**config.mk**
```make
export PLATFORM = sky130hd
export DESIGN_NAME = bypass_producer
export DESIGN_NICKNAME = d
export VERILOG_FILES = /design/src/rtl/bypass_producer_pkg.sv /design/src/rtl/bypass_lane_stage.sv /design/src/rtl/bypass_producer.sv
export SDC_FILE = /design/constraint.sdc
export NUM_CORES = 1
export LEC_CHECK = 0
export ABC_CLOCK_PERIOD_IN_PS = 4850
export CAP_MARGIN = 10
export CELL_PAD_IN_SITES_DETAIL_PLACEMENT = 1
export CELL_PAD_IN_SITES_GLOBAL_PLACEMENT = 2
export CORE_AREA = 2 2 286 288
export DETAILED_ROUTE_END_ITERATION = 7
export DIE_AREA = 0 0 288 290
export PLACE_DENSITY = 0.73
export SYNTH_ARGS = -nofsm -noshare
export SYNTH_HDL_FRONTEND = slang
export SYNTH_SLANG_ARGS = --single-unit
```
**constraint.sdc**
```tcl
create_clock -name clk -period 4.85 [get_ports clk]
set_clock_uncertainty 0.15 [all_clocks]
set_input_delay 0.7275 -clock clk [delete_from_list [all_inputs] [get_ports clk]]
set_output_delay 0.7275 -clock clk [all_outputs]
set_load 0.01 [all_outputs]
```
**src/rtl/bypass_producer_pkg.sv**
```systemverilog
// ----------------------------------------------------------------------------
// bypass_producer_pkg
// Shared definitions for the execute-stage bypass network. The producer
// (bypass_producer) and the operand forward-check consumers both import
// this package so they agree on the lane count, tag width and data width.
//
// Contents:
//   BP_NUM_LANES          default number of result lanes / bypass buses
//   BP_SIZE_PHYSICAL_LOG  default physical register tag width
//   BP_SIZE_DATA          default result data width
//   BP_CNT_W              default width of the valid-lane count
//   bp_result_t           one lane's result (valid, tag, data)
//   BP_LANE_FIELD         macro selecting lane i of a flat packed bus
// ----------------------------------------------------------------------------
`ifndef BYPASS_PRODUCER_PKG_SV
`define BYPASS_PRODUCER_PKG_SV

// Lane i of a flat bus whose lanes are w bits wide, lane 0 in the LSBs.
`define BP_LANE_FIELD(vec, i, w) vec[(i)*(w) +: (w)]

package bypass_producer_pkg;

    localparam int BP_NUM_LANES         = 6;
    localparam int BP_SIZE_PHYSICAL_LOG = 7;
    localparam int BP_SIZE_DATA         = 32;
    localparam int BP_CNT_W             = 3;

    typedef struct packed {
        logic                            valid;
        logic [BP_SIZE_PHYSICAL_LOG-1:0] tag;
        logic [BP_SIZE_DATA-1:0]         data;
    } bp_result_t;

endpackage

`endif

```
**src/rtl/bypass_lane_stage.sv**
```systemverilog
// ----------------------------------------------------------------------------
// bypass_lane_stage
// One result lane of the bypass producer: an S1 register that drives the
// bypass bus, followed by an S2 register that drives one register file
// write port.
//
// Ports:
//   clk, reset         clock (rising edge), synchronous active-low reset
//   stall_i            hold S1 and S2, suppress the write enable
//   flush_i            clear the S1 valid bit on this edge
//   in_valid_i/tag/data  functional-unit result entering S1
//   s1_valid_o/tag/data  S1 contents (bypass bus)
//   wr_en_o/addr/data    S2 contents (register file write port)
// ----------------------------------------------------------------------------
module bypass_lane_stage
    import bypass_producer_pkg::*;
#(
    parameter int TAG_W  = BP_SIZE_PHYSICAL_LOG,
    parameter int DATA_W = BP_SIZE_DATA
) (
    input  logic              clk,
    input  logic              reset,
    input  logic              stall_i,
    input  logic              flush_i,
    input  logic              in_valid_i,
    input  logic [TAG_W-1:0]  in_tag_i,
    input  logic [DATA_W-1:0] in_data_i,
    output logic              s1_valid_o,
    output logic [TAG_W-1:0]  s1_tag_o,
    output logic [DATA_W-1:0] s1_data_o,
    output logic              wr_en_o,
    output logic [TAG_W-1:0]  wr_addr_o,
    output logic [DATA_W-1:0] wr_data_o
);

    logic              s1_valid_q, s1_valid_d;
    logic [TAG_W-1:0]  s1_tag_q,   s1_tag_d;
    logic [DATA_W-1:0] s1_data_q,  s1_data_d;
    logic              s2_valid_q, s2_valid_d;
    logic [TAG_W-1:0]  s2_tag_q,   s2_tag_d;
    logic [DATA_W-1:0] s2_data_q,  s2_data_d;

    // Tag and data load without regard to valid; only the valid bits
    // carry meaning for consumers. A flush overrides the stall hold on the
    // S1 valid so squashed results never linger on the bypass.
    always_comb begin
        s1_valid_d = s1_valid_q;
        s1_tag_d   = s1_tag_q;
        s1_data_d  = s1_data_q;
        s2_valid_d = s2_valid_q;
        s2_tag_d   = s2_tag_q;
        s2_data_d  = s2_data_q;
        if (!stall_i) begin
            s1_valid_d = in_valid_i;
            s1_tag_d   = in_tag_i;
            s1_data_d  = in_data_i;
            s2_valid_d = s1_valid_q;
            s2_tag_d   = s1_tag_q;
            s2_data_d  = s1_data_q;
        end
        if (flush_i) begin
            s1_valid_d = 1'b0;
        end
    end

    always_ff @(posedge clk) begin
        if (!reset) begin
            s1_valid_q <= 1'b0;
            s1_tag_q   <= '0;
            s1_data_q  <= '0;
            s2_valid_q <= 1'b0;
            s2_tag_q   <= '0;
            s2_data_q  <= '0;
        end else begin
            s1_valid_q <= s1_valid_d;
            s1_tag_q   <= s1_tag_d;
            s1_data_q  <= s1_data_d;
            s2_valid_q <= s2_valid_d;
            s2_tag_q   <= s2_tag_d;
            s2_data_q  <= s2_data_d;
        end
    end

    // A held S2 entry must write exactly once, in its first unstalled
    // cycle, and nothing may write while reset is discarding the pipeline.
    assign wr_en_o    = s2_valid_q & ~stall_i & reset;
    assign wr_addr_o  = s2_tag_q;
    assign wr_data_o  = s2_data_q;
    assign s1_valid_o = s1_valid_q;
    assign s1_tag_o   = s1_tag_q;
    assign s1_data_o  = s1_data_q;

endmodule

```
**src/rtl/bypass_producer.sv**
```systemverilog
// ----------------------------------------------------------------------------
// bypass_producer
// Source side of the execute-stage bypass network. Functional-unit results
// are registered into S1 (bypass buses, visible one cycle after the result)
// and then S2 (register file write ports, two cycles after the result), so
// the bypass covers the gap before the register file is written.
//
// Ports:
//   clk, reset        clock (rising edge), synchronous active-low reset
//   stall_i           freeze S1/S2, write enables forced low
//   flush_i           squash S1 valids; S2 still completes its write
//   resultValid_i/Tag_i/Data_i   per-lane inputs, lane i at [i*W +: W]
//   bypassValid_o/Tag_o/Data_o   S1 contents per lane
//   bypassCount_o     number of valid S1 lanes
//   rfWrEn_o/rfWrAddr_o/rfWrData_o  S2 register file write ports
//   dupErr_o          sticky duplicate-tag error
//
// Build option: define BYPASS_DUP_TAG_CHECK_EN to compare all valid input
// lane tags each unstalled cycle and latch dupErr_o on any match. Without
// it no comparators are built and dupErr_o is tied low.
// ----------------------------------------------------------------------------
module bypass_producer
    import bypass_producer_pkg::*;
#(
    parameter int NUM_LANES         = BP_NUM_LANES,
    parameter int SIZE_PHYSICAL_LOG = BP_SIZE_PHYSICAL_LOG,
    parameter int SIZE_DATA         = BP_SIZE_DATA,
    parameter int CNT_W             = BP_CNT_W
) (
    input  logic                                   clk,
    input  logic                                   reset,
    input  logic                                   stall_i,
    input  logic                                   flush_i,
    input  logic [NUM_LANES-1:0]                   resultValid_i,
    input  logic [NUM_LANES*SIZE_PHYSICAL_LOG-1:0] resultTag_i,
    input  logic [NUM_LANES*SIZE_DATA-1:0]         resultData_i,
    output logic [NUM_LANES-1:0]                   bypassValid_o,
    output logic [NUM_LANES*SIZE_PHYSICAL_LOG-1:0] bypassTag_o,
    output logic [NUM_LANES*SIZE_DATA-1:0]         bypassData_o,
    output logic [CNT_W-1:0]                       bypassCount_o,
    output logic [NUM_LANES-1:0]                   rfWrEn_o,
    output logic [NUM_LANES*SIZE_PHYSICAL_LOG-1:0] rfWrAddr_o,
    output logic [NUM_LANES*SIZE_DATA-1:0]         rfWrData_o,
    output logic                                   dupErr_o
);

    for (genvar i = 0; i < NUM_LANES; i++) begin : g_lane
        bypass_lane_stage #(
            .TAG_W  (SIZE_PHYSICAL_LOG),
            .DATA_W (SIZE_DATA)
        ) u_lane (
            .clk        (clk),
            .reset      (reset),
            .stall_i    (stall_i),
            .flush_i    (flush_i),
            .in_valid_i (resultValid_i[i]),
            .in_tag_i   (`BP_LANE_FIELD(resultTag_i, i, SIZE_PHYSICAL_LOG)),
            .in_data_i  (`BP_LANE_FIELD(resultData_i, i, SIZE_DATA)),
            .s1_valid_o (bypassValid_o[i]),
            .s1_tag_o   (`BP_LANE_FIELD(bypassTag_o, i, SIZE_PHYSICAL_LOG)),
            .s1_data_o  (`BP_LANE_FIELD(bypassData_o, i, SIZE_DATA)),
            .wr_en_o    (rfWrEn_o[i]),
            .wr_addr_o  (`BP_LANE_FIELD(rfWrAddr_o, i, SIZE_PHYSICAL_LOG)),
            .wr_data_o  (`BP_LANE_FIELD(rfWrData_o, i, SIZE_DATA))
        );
    end

    logic [CNT_W-1:0] valid_count;

    // Popcount of the S1 valid bits; CNT_W is wide enough for NUM_LANES.
    always_comb begin
        valid_count = '0;
        for (int i = 0; i < NUM_LANES; i++) begin
            valid_count = valid_count + CNT_W'(bypassValid_o[i]);
        end
    end

    assign bypassCount_o = valid_count;

`ifdef BYPASS_DUP_TAG_CHECK_EN
    logic dup_hit;
    logic dup_err_q, dup_err_d;

    // Upstream must never send two valid lanes with the same tag; any such
    // pair in an accepted (unstalled) cycle latches a sticky error.
    always_comb begin
        dup_hit = 1'b0;
        if (!stall_i) begin
            for (int i = 0; i < NUM_LANES; i++) begin
                for (int j = i + 1; j < NUM_LANES; j++) begin
                    if (resultValid_i[i] && resultValid_i[j] &&
                        (`BP_LANE_FIELD(resultTag_i, i, SIZE_PHYSICAL_LOG) ==
                         `BP_LANE_FIELD(resultTag_i, j, SIZE_PHYSICAL_LOG))) begin
                        dup_hit = 1'b1;
                    end
                end
            end
        end
        dup_err_d = dup_err_q | dup_hit;
    end

    always_ff @(posedge clk) begin
        if (!reset) begin
            dup_err_q <= 1'b0;
        end else begin
            dup_err_q <= dup_err_d;
        end
    end

    assign dupErr_o = dup_err_q;

`ifndef SYNTHESIS
    // Simulation-only report naming the offending lanes and tag.
    always_ff @(posedge clk) begin
        if (reset && !stall_i) begin
            for (int i = 0; i < NUM_LANES; i++) begin
                for (int j = i + 1; j < NUM_LANES; j++) begin
                    if (resultValid_i[i] && resultValid_i[j] &&
                        (`BP_LANE_FIELD(resultTag_i, i, SIZE_PHYSICAL_LOG) ==
                         `BP_LANE_FIELD(resultTag_i, j, SIZE_PHYSICAL_LOG))) begin
                        $display("bypass_producer: duplicate tag %0d on lanes %0d and %0d",
                                 `BP_LANE_FIELD(resultTag_i, i, SIZE_PHYSICAL_LOG), i, j);
                    end
                end
            end
        end
    end
`endif
`else
    assign dupErr_o = 1'b0;
`endif

endmodule
```
## Word level (Yosys, flattened, before mapping)

Index checks and enable logic that the tools add are counted.
W data, S select, Z words.

- Bitwise logic cells: 14
- Reduce and logical (&&, ||, !) cells: 1
- $add $sub $neg: 5

Operators with widths:

| cell | number |
|---|---|
| $and A1 B1 Y1 | 12 |
| $add A3 B1 Y3 | 3 |
| $add A2 B1 Y3 | 1 |
| $add A1 B1 Y2 | 1 |
| $not A1 Y1 | 2 |
| $reduce_or A2 Y1 | 1 |

- Output and inout bits: 484
- Flip-flop bits (word level): 480
- Input port bits: 244
- Word-level logic and storage cells: 56

## Depth between registers and ports, before layout

Gate-level depths: netlist of the first run.

- Depth in word-level cells: 5
- Depth in mapped cells: 6
- Depth with buffers taken out: 6

## By module

A second synthesis of the first run with hierarchy kept.

- Cell total of the unflattened synthesis: 1574
- Area, all modules: 18641.6 sq um

By module, submodules not included:

| module | times used | area each (sq um) | cells each | seq. area each (sq um) |
|---|---|---|---|---|
| bypass_lane_stage | 6 | 3088.0 | 260 | 1601.5 |
| bypass_producer | 1 | 113.9 | 14 | 0.0 |

## Worst setup path before layout of the first run

OpenSTA, ideal clock, no wires.

- Path type: register -> output
- Start: reg g_lane[0].u_lane.s1_valid_q
- End: out bypassCount_o[1]
- Data required time: 3.973 ns
- Stages on the path, launching flop included: 7
- Path buffers: 0
- Data arrival time: 2.182 ns
- Setup slack: 1.791 ns
- Cells stage by stage: dfxtp_1 inv_1 fa_1 fa_1 inv_1 ha_1 fa_1

- Cells in the longest elaborated chain, start to end: 5

RTL lines:

| element | line | RTL |
|---|---|---|
| start, declared | bypass_lane_stage.sv:36 | `logic s1_valid_q, s1_valid_d;` |
| start signal, assigned | bypass_lane_stage.sv:75 | `s1_valid_q <= s1_valid_d;` |
| $add A1 B1 Y2 | bypass_producer.sv:74 | `valid_count = valid_count + CNT_W'(bypassValid_o[i]);` |
| $add A2 B1 Y3 | bypass_producer.sv:74 |  |
| $add A3 B1 Y3 (3 in series) | bypass_producer.sv:74 |  |
| end, declared | bypass_producer.sv:40 | `output logic [CNT_W-1:0] bypassCount_o,` |

Every way passes these cells.

## Final worst setup path of the first run

Same ends and word-level chain as after synthesis.

==> out/results.txt, run 1 <==
Post-synth ARST share -> 0%
Register area share after synthesis -> 52.6%
P&R area growth vs syn -> 54.4%
Worst-margin pin slew -> 1.07 ns
LEAKAGE -> 0.0112 uW
Clock buffer depth -> 3
Clk Latency, worst-skew pair -> 0.59 ns
Critical path class -> flop to output port
DR vias -> 13600
Crit path to -> bypassCount_o[1]
Tmin final -> 4.23 ns
EDFF count, synth -> 0
Post-cts gate resize count -> 0
Slew Viols, Final -> 0
Status -> finished, final reports clean
Vias in the first global route -> 14600
Final setup fails -> 0
Post-CTS Hold Fix Bufs -> 0
CP endpoint kind -> output port
WP data arrival -> 3.35 ns
Relative slew slack -> 29.0%
WHS -> 0.294 ns
Maximum vdd drop -> 0.235 mV
Worst EP required -> 3.97 ns
Average vias per placed instance -> 4.04
WL met2 -> 32.8 mm
Max Cap Viol -> 0
FP Rows -> 104
Final hold vios -> 0
Die ar. -> 83500 um2
Post-DP HPWL -> 45.7 mm
RSZ-0062 raised after global routing -> false
Synth top area share -> 52.6%
DRC viols -> 0
DR top layer -> met5
Detailed Route WL -> 62.1 mm
Wl on met1 -> 21.5 mm
Met3 routed WL -> 6.23 mm
Reg clk slew, reported paths -> 0.06 ns
Num CTS Buffers -> 57
Crit Reg-Reg Startpoint -> g_lane[5].u_lane.s1_tag_o[2]
Reg-to-reg slack, setup -> 3.93 ns
# IOs -> 728
Cells after DPL -> 3259
Total chip power -> 9930 uW
Fmax achieved -> 0.236 GHz
Hold Crit Class -> primary input to flop
Wire per inst -> 18.4 um
Crit. Startpoint -> g_lane[0].u_lane.s1_valid_o
DRT iter0 DRCs -> 274
Seq cells post-synth -> 480
Synth warn -> 0
Total gr overflow -> 0
Largest net degree at the start of global routing -> 126
Post-CTS setup buffers -> 0
Post-Synthesis Cell Area -> 18300 um2
Clock Tree Root -> clkbuf_16
Leading area contributor after synthesis -> dfxtp_1
PwrDens -> 352 nW/um2
Worst reg2reg path depth -> 2
Worst setup SP type -> flop
Main synth FF type -> dfxtp_1
Post-Route Utilization -> 35.2%
DRT Pass-1 Iters -> 4
Crit share post-route -> 87.2%
DRT antenna net count -> 0
Port Buffers -> 726
Cells after Synth -> 1581
Die height -> 290 um
Crit Path Max Fanout -> 4
Initial antenna violation count -> 10
H-Tree Depth -> 2
Setup TNS -> 0 ns
Ratio of cells with drive above 1 in the final layout -> 4.47%
Syn avg cell area -> 11.6 um2
Unique cell type count in the Yosys netlist -> 14
Core Region -> 80200 um2
First-pass GRT wire length -> 91.6 mm
GRT Total Usage -> 14.2%
Synth cell count leaders -> dfxtp_1, mux2i_1, nor2b_1
Final std cells w/o fill -> 3371
Die Wd -> 288 um
Placer Congestion -> 0.800
Starting Density -> 22.8%
Syn Nets -> 1829
CTS Sinks -> 480
Dominant cells by area after synthesis -> dfxtp_1, mux2i_1, nor2b_1
Worst flop-to-flop path endpoint -> g_lane[5].u_lane.s1_tag_o[2]
Final-stage net count -> 2506
TritonCTS clock tree -> done
[worst min path at each step]
stage | from | to | slack [ns] | cells past startpoint
after global routing | reset | g_lane[2].u_lane.s2_valid_q | 0.25 | 2
after detailed placement | g_lane[2].u_lane.wr_data_o[24] | g_lane[2].u_lane.wr_data_o[24] | 0.36 | 2
after global placement | g_lane[0].u_lane.wr_data_o[31] | g_lane[0].u_lane.wr_data_o[31] | 0.35 | 2
final | reset | g_lane[4].u_lane.wr_addr_o[6] | 0.29 | 2
after CTS | reset | g_lane[3].u_lane.s2_valid_q | 0.23 | 2
after floorplan | g_lane[2].u_lane.s2_valid_q | g_lane[2].u_lane.s2_valid_q | 0.33 | 2
[report_power, final]
group / internal, uW / total [uW] / switching (uW)
logic: 745 / 1250 / 508
clock network: 2700 / 4410 / 1710
registers: 4130 / 4270 / 137
total: 7570 / 9930 / 2350
[layer usage]
metal	vias to the layer above	GRT usage [%]
met1	6500	13.5
met5	-	0
met4	6	4.51
met2	457	27.1
li1	6557	-
met3	85	6.08
[through the flow]
| stage | area, um2 | worst slack (ns) |
|---|---|---|
| after floorplan | 18300 | 1.79 |
| after global placement | 26300 | 1.19 |
| after detailed placement | 26300 | 1.21 |
| after CTS | 28200 | 0.532 |
| after global routing | 28200 | 0.465 |
| final | 28200 | 0.619 |
[worst max-delay path, cell delays in order (launching register included)]
cell and delay (ns):
dfxtp_1 0.37, inv_1 0.08, fa_1 0.50, fa_1 0.50, inv_1 0.04, ha_1 0.21, fa_1 0.53, clkdlybuf4s50_1 0.53
[registers in the layout (all words and copies together), names as in the netlist]
name	count
g_lane.u_lane.s1_valid_o	6
g_lane.u_lane.wr_data_o	192
g_lane.u_lane.s2_valid_q	6
g_lane.u_lane.s1_data_o	192
g_lane.u_lane.wr_addr_o	42
g_lane.u_lane.s1_tag_o	42
[cell usage in the layout (no fill, tap or decap), types with 3 or more instances in the layout]
cell type        count
fa_1                 3
clkbuf_16           57
diode_2              7
nor2_1               6
mux2i_1            480
and2_1               6
dfxtp_1            480
clkinv_2            11
inv_1                8
bufinv_16            7
clkbuf_8            11
buf_4               10
clkbuf_1            16
nor2b_1            475
clkdlybuf4s50_1    724
[logic make-up (layout without fill, tap and decap cells)]
group | count (synthesis) | in the layout | synth area share (%)
adders and majority gates | 4 | 4 | 0.397
other | 1 | 8 | 0.0205
buffers and inverters | 128 | 851 | 4.10
and+or+nand+nor | 488 | 488 | 16.6
muxes | 480 | 480 | 26.3
DFF | 480 | 480 | 52.6
[layout make-up]
class | instances | area, um2
antenna | 7 | 17.5
clock buffer | 84 | 1640
clock inverter | 21 | 290
fill | 8860 | 51900
inverter | 8 | 30.0
multi-input combinational | 973 | 7920
sequential | 480 | 9610
tap | 1060 | 1330
timing repair buffer | 738 | 7390
No activity file was read; power rests on OpenSTA's default activity.
==> inputs of run 2 (changes only) <==
- SLEW_MARGIN: unset -> 20
==> results of run 2 <==
No change in the layout: final DEF, timing and power equal those of run 1.
==> inputs of run 3 (changes only) <==
- SLEW_MARGIN: 20 -> unset
==> results of run 3 <==
No change in the layout: final DEF, timing and power equal those of run 1.
